==> config.mk <==
export PLATFORM = sky130hd
export DESIGN_NAME = exception_ctrl
export DESIGN_NICKNAME = d
export VERILOG_FILES = /design/src/rtl/exception_ctrl.sv
export SDC_FILE = /design/constraint.sdc
export NUM_CORES = 1
export LEC_CHECK = 0
export ABC_CLOCK_PERIOD_IN_PS = 3600
export CORE_MARGIN = 2
export CORE_UTILIZATION = 40
export DETAILED_ROUTE_END_ITERATION = 8
export GPL_TIMING_DRIVEN = 0
export PLACE_DENSITY = 0.81
export RECOVER_POWER = 50
export SLEW_MARGIN = 20
export SYNTH_ARGS = -nofsm -noshare
export SYNTH_HDL_FRONTEND = slang
export SYNTH_SLANG_ARGS = --single-unit
==> constraint.sdc <==
create_clock -name clk -period 3.6 [get_ports clk]
set_clock_uncertainty 0.05 [all_clocks]
set_input_delay 0.9 -clock clk [delete_from_list [all_inputs] [get_ports clk]]
set_output_delay 0.9 -clock clk [all_outputs]
set_load 0.03 [all_outputs]
==> src/rtl/exception_ctrl.sv <==
// exception_ctrl: CP0-style exception/interrupt controller for the 5-stage core.
// Prioritises EX overflow > ID reserved instruction > maskable interrupt,
// keeps EPC/Cause/Status, squashes pipeline stages in the detect cycle and
// holds a redirect to fetch until it is accepted. ERET returns to EPC.
//
// Ports:
//   clk, rst                         clock, synchronous active-high reset
//   ovf_exc_EX, ri_exc_ID, eret_ID   exception / return sources
//   pc_plus_4_EX, pc_plus_4_ID       PC+4 of the EX / ID instruction
//   irq[NUM_IRQ]                     level-sensitive interrupt requests
//   status_we, status_wdata          MTC0 Status write (IE, IM writable)
//   flush_IF/ID/EX                   stage squash, valid in the detect cycle
//   redir_valid/addr, redir_ready    redirect handshake to fetch
//   epc, cause, status, in_handler   CP0 register views (in_handler = EXL)
//
// Optional build macro: VECTORED_IRQ_EN -- interrupts vector to
//   EXC_VEC + 0x200 + (k << 5), k = lowest pending unmasked irq.
module exception_ctrl #(
    parameter int unsigned     XLEN    = 32,
    parameter int unsigned     NUM_IRQ = 4,
    parameter logic [XLEN-1:0] EXC_VEC = XLEN'(32'h8000_0180),
    parameter logic [XLEN-1:0] RI_VEC  = XLEN'(32'h8000_0000)
) (
    input  logic               clk,
    input  logic               rst,
    input  logic               ovf_exc_EX,
    input  logic               ri_exc_ID,
    input  logic               eret_ID,
    input  logic [XLEN-1:0]    pc_plus_4_EX,
    input  logic [XLEN-1:0]    pc_plus_4_ID,
    input  logic [NUM_IRQ-1:0] irq,
    input  logic               status_we,
    input  logic [XLEN-1:0]    status_wdata,
    output logic               flush_IF,
    output logic               flush_ID,
    output logic               flush_EX,
    output logic               redir_valid,
    output logic [XLEN-1:0]    redir_addr,
    input  logic               redir_ready,
    output logic [XLEN-1:0]    epc,
    output logic [XLEN-1:0]    cause,
    output logic [XLEN-1:0]    status,
    output logic               in_handler
);

    localparam int unsigned IM_LSB  = 8;
    localparam int unsigned IM_MSB  = IM_LSB + NUM_IRQ - 1;
    localparam logic [4:0]  EXC_OVF = 5'd12;
    localparam logic [4:0]  EXC_RI  = 5'd10;
    localparam logic [4:0]  EXC_INT = 5'd0;

    typedef enum logic [1:0] {
        S_IDLE,
        S_EXC_REDIR,
        S_HANDLER,
        S_RET_REDIR
    } state_t;

    state_t               state;
    logic [4:0]           exc_code;
    logic [NUM_IRQ-1:0]   ip;
    logic [NUM_IRQ-1:0]   im;
    logic                 ie;
    logic                 exl;

    logic                 detect_en;
    logic                 take_ovf;
    logic                 take_ri;
    logic                 take_int;
    logic                 take_exc;
    logic                 take_eret;
    logic [NUM_IRQ-1:0]   pend;
    logic [XLEN-1:0]      int_vec;
    logic [XLEN-1:0]      exc_vec;
    logic [XLEN-1:0]      epc_next;
    logic [4:0]           code_next;

    // Only IE and IM are writable; the remaining write-data bits are dropped.
    logic                 unused_wdata;
    assign unused_wdata = ^status_wdata;

    assign cause      = XLEN'({ip, 1'b0, exc_code, 2'b00});
    assign status     = XLEN'({im, 6'b0, exl, ie});
    assign in_handler = exl;

    // Event detection and stage flushes for the current cycle.
    always_comb begin
        detect_en = !rst && (state == S_IDLE || state == S_HANDLER);
        pend      = irq & im;
        take_ovf  = detect_en && ovf_exc_EX;
        take_ri   = detect_en && !ovf_exc_EX && ri_exc_ID;
        take_int  = detect_en && (state == S_IDLE) && !ovf_exc_EX && !ri_exc_ID
                    && ie && !exl && (|pend);
        take_eret = detect_en && (state == S_HANDLER) && !ovf_exc_EX && !ri_exc_ID
                    && eret_ID;
        take_exc  = take_ovf || take_ri || take_int;

        flush_IF  = take_exc || take_eret;
        flush_ID  = take_exc || take_eret;
        flush_EX  = take_ovf;
    end

`ifdef VECTORED_IRQ_EN
    logic [2:0] irq_idx;

    // Lowest-index pending unmasked line selects the vector slot.
    always_comb begin
        irq_idx = 3'd0;
        for (int i = NUM_IRQ - 1; i >= 0; i--) begin
            if (pend[i]) begin
                irq_idx = 3'(i);
            end
        end
        int_vec = EXC_VEC + XLEN'(32'h200) + (XLEN'(irq_idx) << 5);
    end
`else
    assign int_vec = EXC_VEC;
`endif

    // Target, EPC candidate and ExcCode for the winning exception.
    always_comb begin
        exc_vec   = int_vec;
        epc_next  = pc_plus_4_ID - XLEN'(4);
        code_next = EXC_INT;
        if (take_ovf) begin
            exc_vec   = EXC_VEC;
            epc_next  = pc_plus_4_EX - XLEN'(8);
            code_next = EXC_OVF;
        end else if (take_ri) begin
            exc_vec   = RI_VEC;
            code_next = EXC_RI;
        end
    end

    // FSM and all CP0 / redirect state.
    always_ff @(posedge clk) begin
        if (rst) begin
            state       <= S_IDLE;
            epc         <= '0;
            exc_code    <= '0;
            ip          <= '0;
            im          <= '0;
            ie          <= 1'b0;
            exl         <= 1'b0;
            redir_valid <= 1'b0;
            redir_addr  <= '0;
        end else begin
            ip <= irq;
            if (status_we) begin
                ie <= status_wdata[0];
                im <= status_wdata[IM_MSB:IM_LSB];
            end

            case (state)
                S_IDLE, S_HANDLER: begin
                    if (take_exc) begin
                        // Nested exceptions keep the original return address.
                        if (!exl) begin
                            epc <= epc_next;
                        end
                        exc_code    <= code_next;
                        exl         <= 1'b1;
                        redir_valid <= 1'b1;
                        redir_addr  <= exc_vec;
                        state       <= S_EXC_REDIR;
                    end else if (take_eret) begin
                        redir_valid <= 1'b1;
                        redir_addr  <= epc;
                        state       <= S_RET_REDIR;
                    end
                end
                S_EXC_REDIR: begin
                    if (redir_ready) begin
                        redir_valid <= 1'b0;
                        state       <= S_HANDLER;
                    end
                end
                S_RET_REDIR: begin
                    if (redir_ready) begin
                        redir_valid <= 1'b0;
                        exl         <= 1'b0;
                        state       <= S_IDLE;
                    end
                end
                default: state <= S_IDLE;
            endcase
        end
    end

endmodule

==> results.rst, run 1 <==
.. list-table::
   :header-rows: 1

   * - Metric
     - Value
   * - Pwr dens
     - 370 nW/um^2
   * - Post-CTS Hold Buffers
     - 0
   * - Via count of the routed design
     - between 4000 and 5000
   * - Vias per std cell
     - 4.98
   * - Cell types with the largest area share after synthesis
     - dfxtp_1 35%, buf_4 8.8%, nand2_1 7.7%
   * - Hold path startpoint
     - redir_addr[29]
   * - Max Fclk
     - approximately 290 MHz
   * - Final global-route overflow total
     - 0
   * - Die W
     - approximately 110 um
   * - Syn_area_per_cell
     - 7.89 um^2
   * - Internal reg-to-reg setup slack
     - 1.09 ns
   * - Sort of element at the start of the critical path
     - input port
   * - Yosys top cell by area
     - dfxtp_1
   * - Gr usage total
     - 0.225
   * - Pin count of the biggest net entering global routing
     - 13
   * - Clock-pin slew of the registers on the worst-case setup and hold paths
     - 0.06 ns
   * - Switching share of total power
     - 0.292
   * - Worst Tran Pin Value
     - 0.753 ns
   * - Die outline area
     - 12400 um^2
   * - Synth Flop Type
     - dfxtp_1
   * - Number of synthesized register bits
     - 80
   * - Syn Std Cell Area
     - ~4600 um^2
   * - Leakage
     - 2.88 nW
   * - Core Rows
     - 39
   * - Net switching power
     - 0.751 mW
   * - Initial core utilization
     - 0.407
   * - Number of synthesis warnings
     - 0
   * - Cell count of the worst reg-to-reg path
     - 8
   * - Result of the run
     - completed
   * - Number of buffer cells added on primary ports
     - 160
   * - Worst reg2reg path startpoint
     - state[1]
   * - Number of buffers created by CTS
     - 9
   * - Smallest hold slack
     - 0.401 ns
   * - Final Hold Fails
     - 0
   * - Type of destination of the critical path
     - primary output
   * - Number of standard cells in the final layout excluding fillers
     - 957
   * - Count of cell types in the netlist
     - 52
   * - Most frequent cell after synthesis
     - nand2_1
   * - Standard cell area after detailed placement
     - 6610 um^2
   * - Relative max-transition margin
     - 0.498
   * - Wire length after detailed routing
     - 14.4 mm
   * - Final Max Slew Viols
     - 0
   * - Signal arrival time at the worst endpoint
     - 2.56 ns
   * - Count of mapped cells out of synthesis
     - 586
   * - Final worst path period need
     - 3.51 ns
   * - CTS sink cnt
     - 80
   * - Class of the tightest hold or removal check
     - reg2reg
   * - Antenna violations before repair
     - 0
   * - Async set-reset flop share out of synthesis
     - 0
   * - Gate power share
     - 0.245
   * - Syn-to-layout area delta
     - 50.3%
   * - Net total in the final layout
     - between 900 and 1000
   * - Post-detailed-route DRC marker count
     - 0
   * - Worst-case vdd ir drop
     - 0.367 mV
   * - Worst hold path endpoint
     - redir_addr[29]
   * - Clock tree buffer depth
     - 2
   * - Root Buffer
     - clkbuf_16
   * - Antenna Cells
     - 0
   * - Crit Path Class
     - in2out
   * - H-tree Lvls
     - 3
   * - Area of the placeable core
     - 11400 um^2
   * - Relative contribution of the clock network to total power
     - 0.376
   * - List of most frequent post-synthesis cells
     - 95 x nand2_1, 80 x dfxtp_1, 54 x buf_4, 50 x a21oi_1, 37 x xor2_1
   * - Drt first pass iters
     - 7
   * - Final critical-path share of the clock period
     - 0.974
   * - Insertion delay of the later-clocked pin in the worst-skew pair
     - 0.33 ns
   * - Final instance area
     - 6950 um^2
   * - Number of synthesized flops with an enable pin
     - 0
   * - Height of the chip
     - 112 um
   * - Critical path origin
     - irq[0]
   * - Share of the synthesized area in the top cell type
     - 0.346
   * - Initial DRC Count
     - between 200 and 300
   * - Wire length of the first global-routing pass
     - 22.6 mm
   * - Fraction of layout instances using a drive strength above 1
     - 0.114
   * - Final core utilization
     - 0.612
   * - Register share of total power
     - 0.379
   * - Via count of the first global-routing pass
     - 4373
   * - Data required time of the critical path
     - 2.65 ns
   * - Worst Hold Path Cells
     - 2
   * - Setup-failing EPs final
     - 0
   * - Internal power of the cells
     - 1.82 mW
   * - Total placed cells including tap cells
     - 940
   * - RSZ-0062 raised after global routing
     - false
   * - Clock tree from TritonCTS
     - built
   * - Number of nets still failing antenna checks after routing
     - 0
   * - Post-synthesis sequential area ratio
     - 0.346
   * - Per-cell routed wire length
     - 15.0 um
   * - Number of primary I/O pins
     - 240
   * - Weighted congestion at the end of routability-driven global placement
     - 0.960
   * - Max-cap viol count
     - 0
   * - Final HPWL DP
     - 11.3 mm
   * - Crit-path max FO
     - 4
   * - Endpoint of the worst register-to-register path
     - redir_addr[21]
   * - Layout filler cell count
     - 1016
## how the worst max path moves through the flow
stage | to | cells past startpoint
global route | epc[20] | 9
finish | flush_IF | 7
CTS | flush_ID | 6
floorplan | flush_IF | 5
detailed placement | flush_EX | 7
global placement | flush_EX | 7
## per-stage QoR
stage / power, mW / setup WS [ns] / setup TNS (ns)
after floorplan: 1.35 / 0.247 / 0
after global placement: 1.62 / -1.13 / -7.01
after detailed placement: 1.63 / -1.20 / -2.37
after CTS: 2.59 / 0.00786 / 0
after global routing: 2.66 / 0.00792 / 0
final: 2.57 / 0.0930 / 0
## critical path, cell delays in order
cell	delay, ns
clkdlybuf4s50_1	0.47
a22oi_1	0.09
a211o_1	0.35
o21a_1	0.23
a21oi_4	0.21
buf_4	0.13
buf_2	0.18
## sequential cells by signal, summed over array words and instances (netlist names)
name         flops
im               4
ie               1
in_handler       1
exc_code         3
epc             32
ip               4
redir_valid      1
state            2
redir_addr      32
## kinds of logic (layout without fill, tap and decap cells)
group                    after synthesis  count (layout)  share of synthesized area
multiplexers                          16              16                     0.0346
XOR/XNOR                              46              46                     0.0871
AO/OA/AOI/OAI                        114             114                      0.150
other                                  1              51                   0.000811
AND/OR/NAND/NOR                      233             233                      0.255
adder cells (fa/ha/maj)                2               2                    0.00541
flip-flops                            80              80                      0.346
buffers and inverters                 94             272                      0.122
## repair_timing
| item | in CTS | in global routing |
|---|---|---|
| resized for setup | 16 | 2 |
| setup endpoints to repair | 3 | 5 |
| pin swaps | 0 | 2 |
| buffers inserted | 1 | 2 |
| endpoints found under the hold margin | 0 | 0 |
## layout make-up
| type | count | area (um^2) | share of cell area |
|---|---|---|---|
| buffer | 83 | 522 | 0.0750 |
| clock buffer | 13 | 250 | 0.0360 |
| clock inverter | 3 | 65.1 | 0.00936 |
| inverter | 9 | 37.5 | 0.00540 |
| multi-input combinational | 462 | 2680 | 0.385 |
| sequential | 80 | 1600 | 0.230 |
| tap | 143 | 179 | 0.0257 |
| timing repair buffer | 164 | 1620 | 0.233 |
## power groups by stage
stage               Clock (mW)  Sequential (mW)  Combinational (mW)
floorplan                    0             1.07               0.279
global placement             0            0.995               0.625
detailed placement           0            0.995               0.632
CTS                      0.981            0.976               0.636
global route              1.01            0.981               0.669
finish                   0.968            0.975               0.629
## layout by cell type (no fill, tap or decap), drive strengths merged, types with 3 or more instances in the layout
cell,n
nand2,95
clkdlybuf4s50,88
dfxtp,80
dlygate4sd3,69
buf,62
conb,51
a21oi,50
clkbuf,40
xor2,37
nor2,31
nor3,25
o21ai,23
nor4,20
nand3b,19
mux2i,16
xnor2,9
nand3,9
or3,9
inv,8
o211ai,7
a31oi,5
nor3b,5
nand4,4
nor2b,4
o31ai,4
a211oi,4
or4,4
or2,3
o2bb2ai,3
a311oi,3
## per-layer routing
layer  global-route usage  part of all wire  vias up
li1                     -                 -     2394
met1                0.300              0.44     2159
met2                0.362              0.46      192
met3               0.0484             0.070       23
met4               0.0798             0.024        0
met5                    0                 0        -
Note: power is estimated with default switching activity, not from simulation.
==> inputs of run 2 (changes only) <==
Settings changed: PLACE_DENSITY 0.81 to default, PLACE_DENSITY_LB_ADDON from default to 0.3.
==> run 2 against run 1 <==
Count of clock-buffer cells in the layout is 2 lower. Critical path depth is 2 lower. Fmax is 0.47% lower. Design area is 0.59% lower. Worst hold slack worse by 0.0025 ns. Critical path type unchanged. Global-route usage hardly changed. First-iteration DRC count is 50% higher.
==> results.rst, run 2 (synthesized netlist as in run 1, its figures left out) <==
.. list-table::
   :header-rows: 1

   * - Metric
     - Value
   * - Result of the run
     - completed
   * - Internal reg-to-reg setup slack
     - 0.98 ns (-0.11 ns)
   * - Final critical-path share of the clock period
     - 0.979 (+0.00465)
   * - Initial DRC Count
     - 424 (+50%)
   * - Number of primary I/O pins
     - 240 (unchanged)
   * - Crit path max-delay cell type
     - clkdlybuf4s50_1
   * - CTS sink cnt
     - 80 (unchanged)
   * - Pre-CTS worst setup slack
     - -1.23 ns (-0.0343 ns)
   * - Number of buffers created by CTS
     - 9 (unchanged)
   * - Height of the chip
     - 112 um (unchanged)
   * - Number of nets still failing antenna checks after routing
     - 0 (unchanged)
   * - Biggest cell delay along the critical path
     - 0.63 ns (+0.16 ns)
   * - Wire length after detailed routing
     - 14.8 mm (+2.8%)
   * - Final core utilization
     - 0.608 (-0.00363)
   * - Signal arrival time at the worst endpoint
     - 2.57 ns (about the same)
   * - Chain of cells forming the critical path
     - clkdlybuf4s50_1 > nor2_2 > nand2_2 > clkinvlp_4 > clkdlybuf4s15_2
   * - Met2 routed WL
     - 6.90 mm (+3.5%)
   * - Die outline area
     - 12400 um^2 (unchanged)
   * - Antenna violations before repair
     - 0 (unchanged)
   * - Setup-failing EPs final
     - 0 (unchanged)
   * - Clock-pin slew of the registers on the worst-case setup and hold paths
     - 0.06 ns (about the same)
   * - Worst hold path endpoint
     - exc_code[2]
   * - Final Max Slew Viols
     - 0 (unchanged)
   * - Data required time of the critical path
     - 2.65 ns (about the same)
   * - Registers with the most flip-flops
     - epc (32), redir_addr (32)
   * - Highest layer used for signal routing
     - met4
   * - H-tree Lvls
     - 3 (unchanged)
   * - Clock tree from TritonCTS
     - built
   * - Antenna Cells
     - 0 (unchanged)
   * - Hold path startpoint
     - exc_code[2]
   * - Via count of the routed design
     - 4848 (+1.7%)
   * - Type of destination of the critical path
     - primary output
   * - Number of buffer cells added on primary ports
     - 160 (unchanged)
   * - Net total in the final layout
     - 915 (-0.33%)
   * - Class of the tightest hold or removal check
     - reg2reg
   * - Post-detailed-route DRC marker count
     - 0 (unchanged)
   * - RSZ-0062 raised after global routing
     - false
   * - Worst Tran Pin Value
     - 0.859 ns (+0.106 ns)
   * - Final HPWL DP
     - 11.7 mm (+3.5%)
   * - Crit Path Class
     - in2out
   * - Vias per std cell
     - 5.08 (+2.0%)
   * - Total Neg Setup Slack
     - 0 ns (unchanged)
   * - Worst Hold Path Cells
     - 1 (-1)
   * - Final Hold Fails
     - 0 (unchanged)
   * - Leakage
     - 2.85 nW (-1.2%)
   * - Core Rows
     - 39 (unchanged)
   * - Wire length of the first global-routing pass
     - 22.7 mm (+0.79%)
   * - Root Buffer
     - clkbuf_16
   * - Final global-route overflow total
     - 0 (unchanged)
   * - Sort of element at the start of the critical path
     - input port
   * - Metal3 WL
     - 1.29 mm (+27%)
   * - Layout filler cell count
     - 1029 (+1.3%)
   * - Max-cap viol count
     - 0 (unchanged)
   * - Number of standard cells in the final layout excluding fillers
     - 954 (-0.31%)
   * - Syn-to-layout area delta
     - 49.4%
   * - Drt first pass iters
     - 4 (-3)
   * - Die W
     - 112 um (unchanged)
   * - Crit-path max FO
     - 11 (+7)
   * - Worst Slack Setup Final
     - 0.0763 ns (-0.0167 ns)
   * - Highest-count cells in the layout ignoring fill and taps
     - 94 x nand2_1, 87 x clkdlybuf4s50_1, 80 x dfxtp_1, 70 x dlygate4sd3_1, 55 x buf_4
   * - Fraction of layout instances using a drive strength above 1
     - 0.113 (-0.000810)
   * - Via count of the first global-routing pass
     - 4524 (+3.5%)
   * - Worst reg2reg path startpoint
     - state[0]
   * - Per-cell routed wire length
     - 15.5 um (+3.1%)
   * - Clock tree buffer depth
     - 2 (unchanged)
   * - Insertion delay of the later-clocked pin in the worst-skew pair
     - 0.33 ns (about the same)
   * - Smallest hold slack
     - 0.398 ns (-0.00254 ns)
   * - Initial core utilization
     - 0.407 (unchanged)
   * - Pin count of the biggest net entering global routing
     - 14 (+1)
   * - Final worst path period need
     - 3.52 ns (+0.0167 ns)
   * - Area of the placeable core
     - 11400 um^2 (unchanged)
   * - Relative max-transition margin
     - 0.426 (-0.0717)
   * - Most common cell after layout, fill and taps aside
     - nand2_1
   * - Gr usage total
     - 0.225 (about the same)
   * - Total placed cells including tap cells
     - 939 (-0.11%)
   * - Routed met1 length
     - 6.25 mm (-1.8%)
   * - Max Fclk
     - 284 MHz (-0.47%)
   * - Weighted congestion at the end of routability-driven global placement
     - 0.897 (-6.6%)
   * - Cell count of the worst reg-to-reg path
     - 6 (-2)
   * - Worst-case vdd ir drop
     - 0.314 mV (-14%)
   * - Pwr dens
     - 359 nW/um^2 (-2.9%)
   * - Endpoint of the worst register-to-register path
     - epc[8]
-- run 2: final cells by class --
class                      count  area [um^2]  share of cell area
sequential                    80         1600               0.232
multi-input combinational    462         2680               0.388
clock buffer                  11          233              0.0337
inverter                       9         37.5             0.00543
timing repair buffer         161         1600               0.231
buffer                        83          522              0.0755
clock inverter                 5         57.6             0.00833
tap                          143          179              0.0259
-- run 2: worst max path at each step --
stage               startpoint       end  slack, ns  cells after the start
global placement           rst  flush_EX      -1.17                      7
floorplan               irq[2]  flush_IF       0.25                      5
global route               rst  flush_EX      0.004                      5
finish                     rst  flush_EX       0.08                      5
detailed placement         rst  flush_EX      -1.23                      7
CTS                        rst  flush_EX       0.02                      6
-- run 2: layer usage --
metal	GRT usage	up-vias
li1	-	2383
met1	0.289	2172
met2	0.374	262
met3	0.0474	31
met4	0.0831	0
met5	0	-
-- run 2: power by group --
| group | total [mW] | internal (mW) | switching [mW] |
|---|---|---|---|
| Combinational | 0.629 | 0.258 | 0.370 |
| Clock | 0.880 | 0.536 | 0.344 |
| Sequential | 0.975 | 0.933 | 0.0413 |
-- run 2: timing repair --
item | 4_1_cts | 5_1_grt
endpoints found under the hold margin | 0 | 0
hold buffers | 0 | 0
resized for setup | 17 | 4
setup endpoints to repair | 3 | 5
buffers inserted | 1 | 0
-- run 2: worst max-delay path, delay by kind of cell --
| kind | cells | cell delay, ns |
|---|---|---|
| and+or+nand+nor | 2 | 0.35 |
| buffers and inverters | 3 | 1.31 |
-- run 2: per-stage QoR --
stage / total power [mW] / cell area [um^2]
floorplan: 1.35 / 4810
global placement: 1.62 / 6590
detailed placement: 1.63 / 6600
CTS: 2.50 / 6910
global route: 2.56 / 6910
finish: 2.48 / 6910
==> inputs of run 3 (changes only) <==
Settings changed: CTS_CLUSTER_SIZE from default to 10.
==> results of run 3 <==
Same layout as run 2: the final DEF is identical, and so are final timing and power.
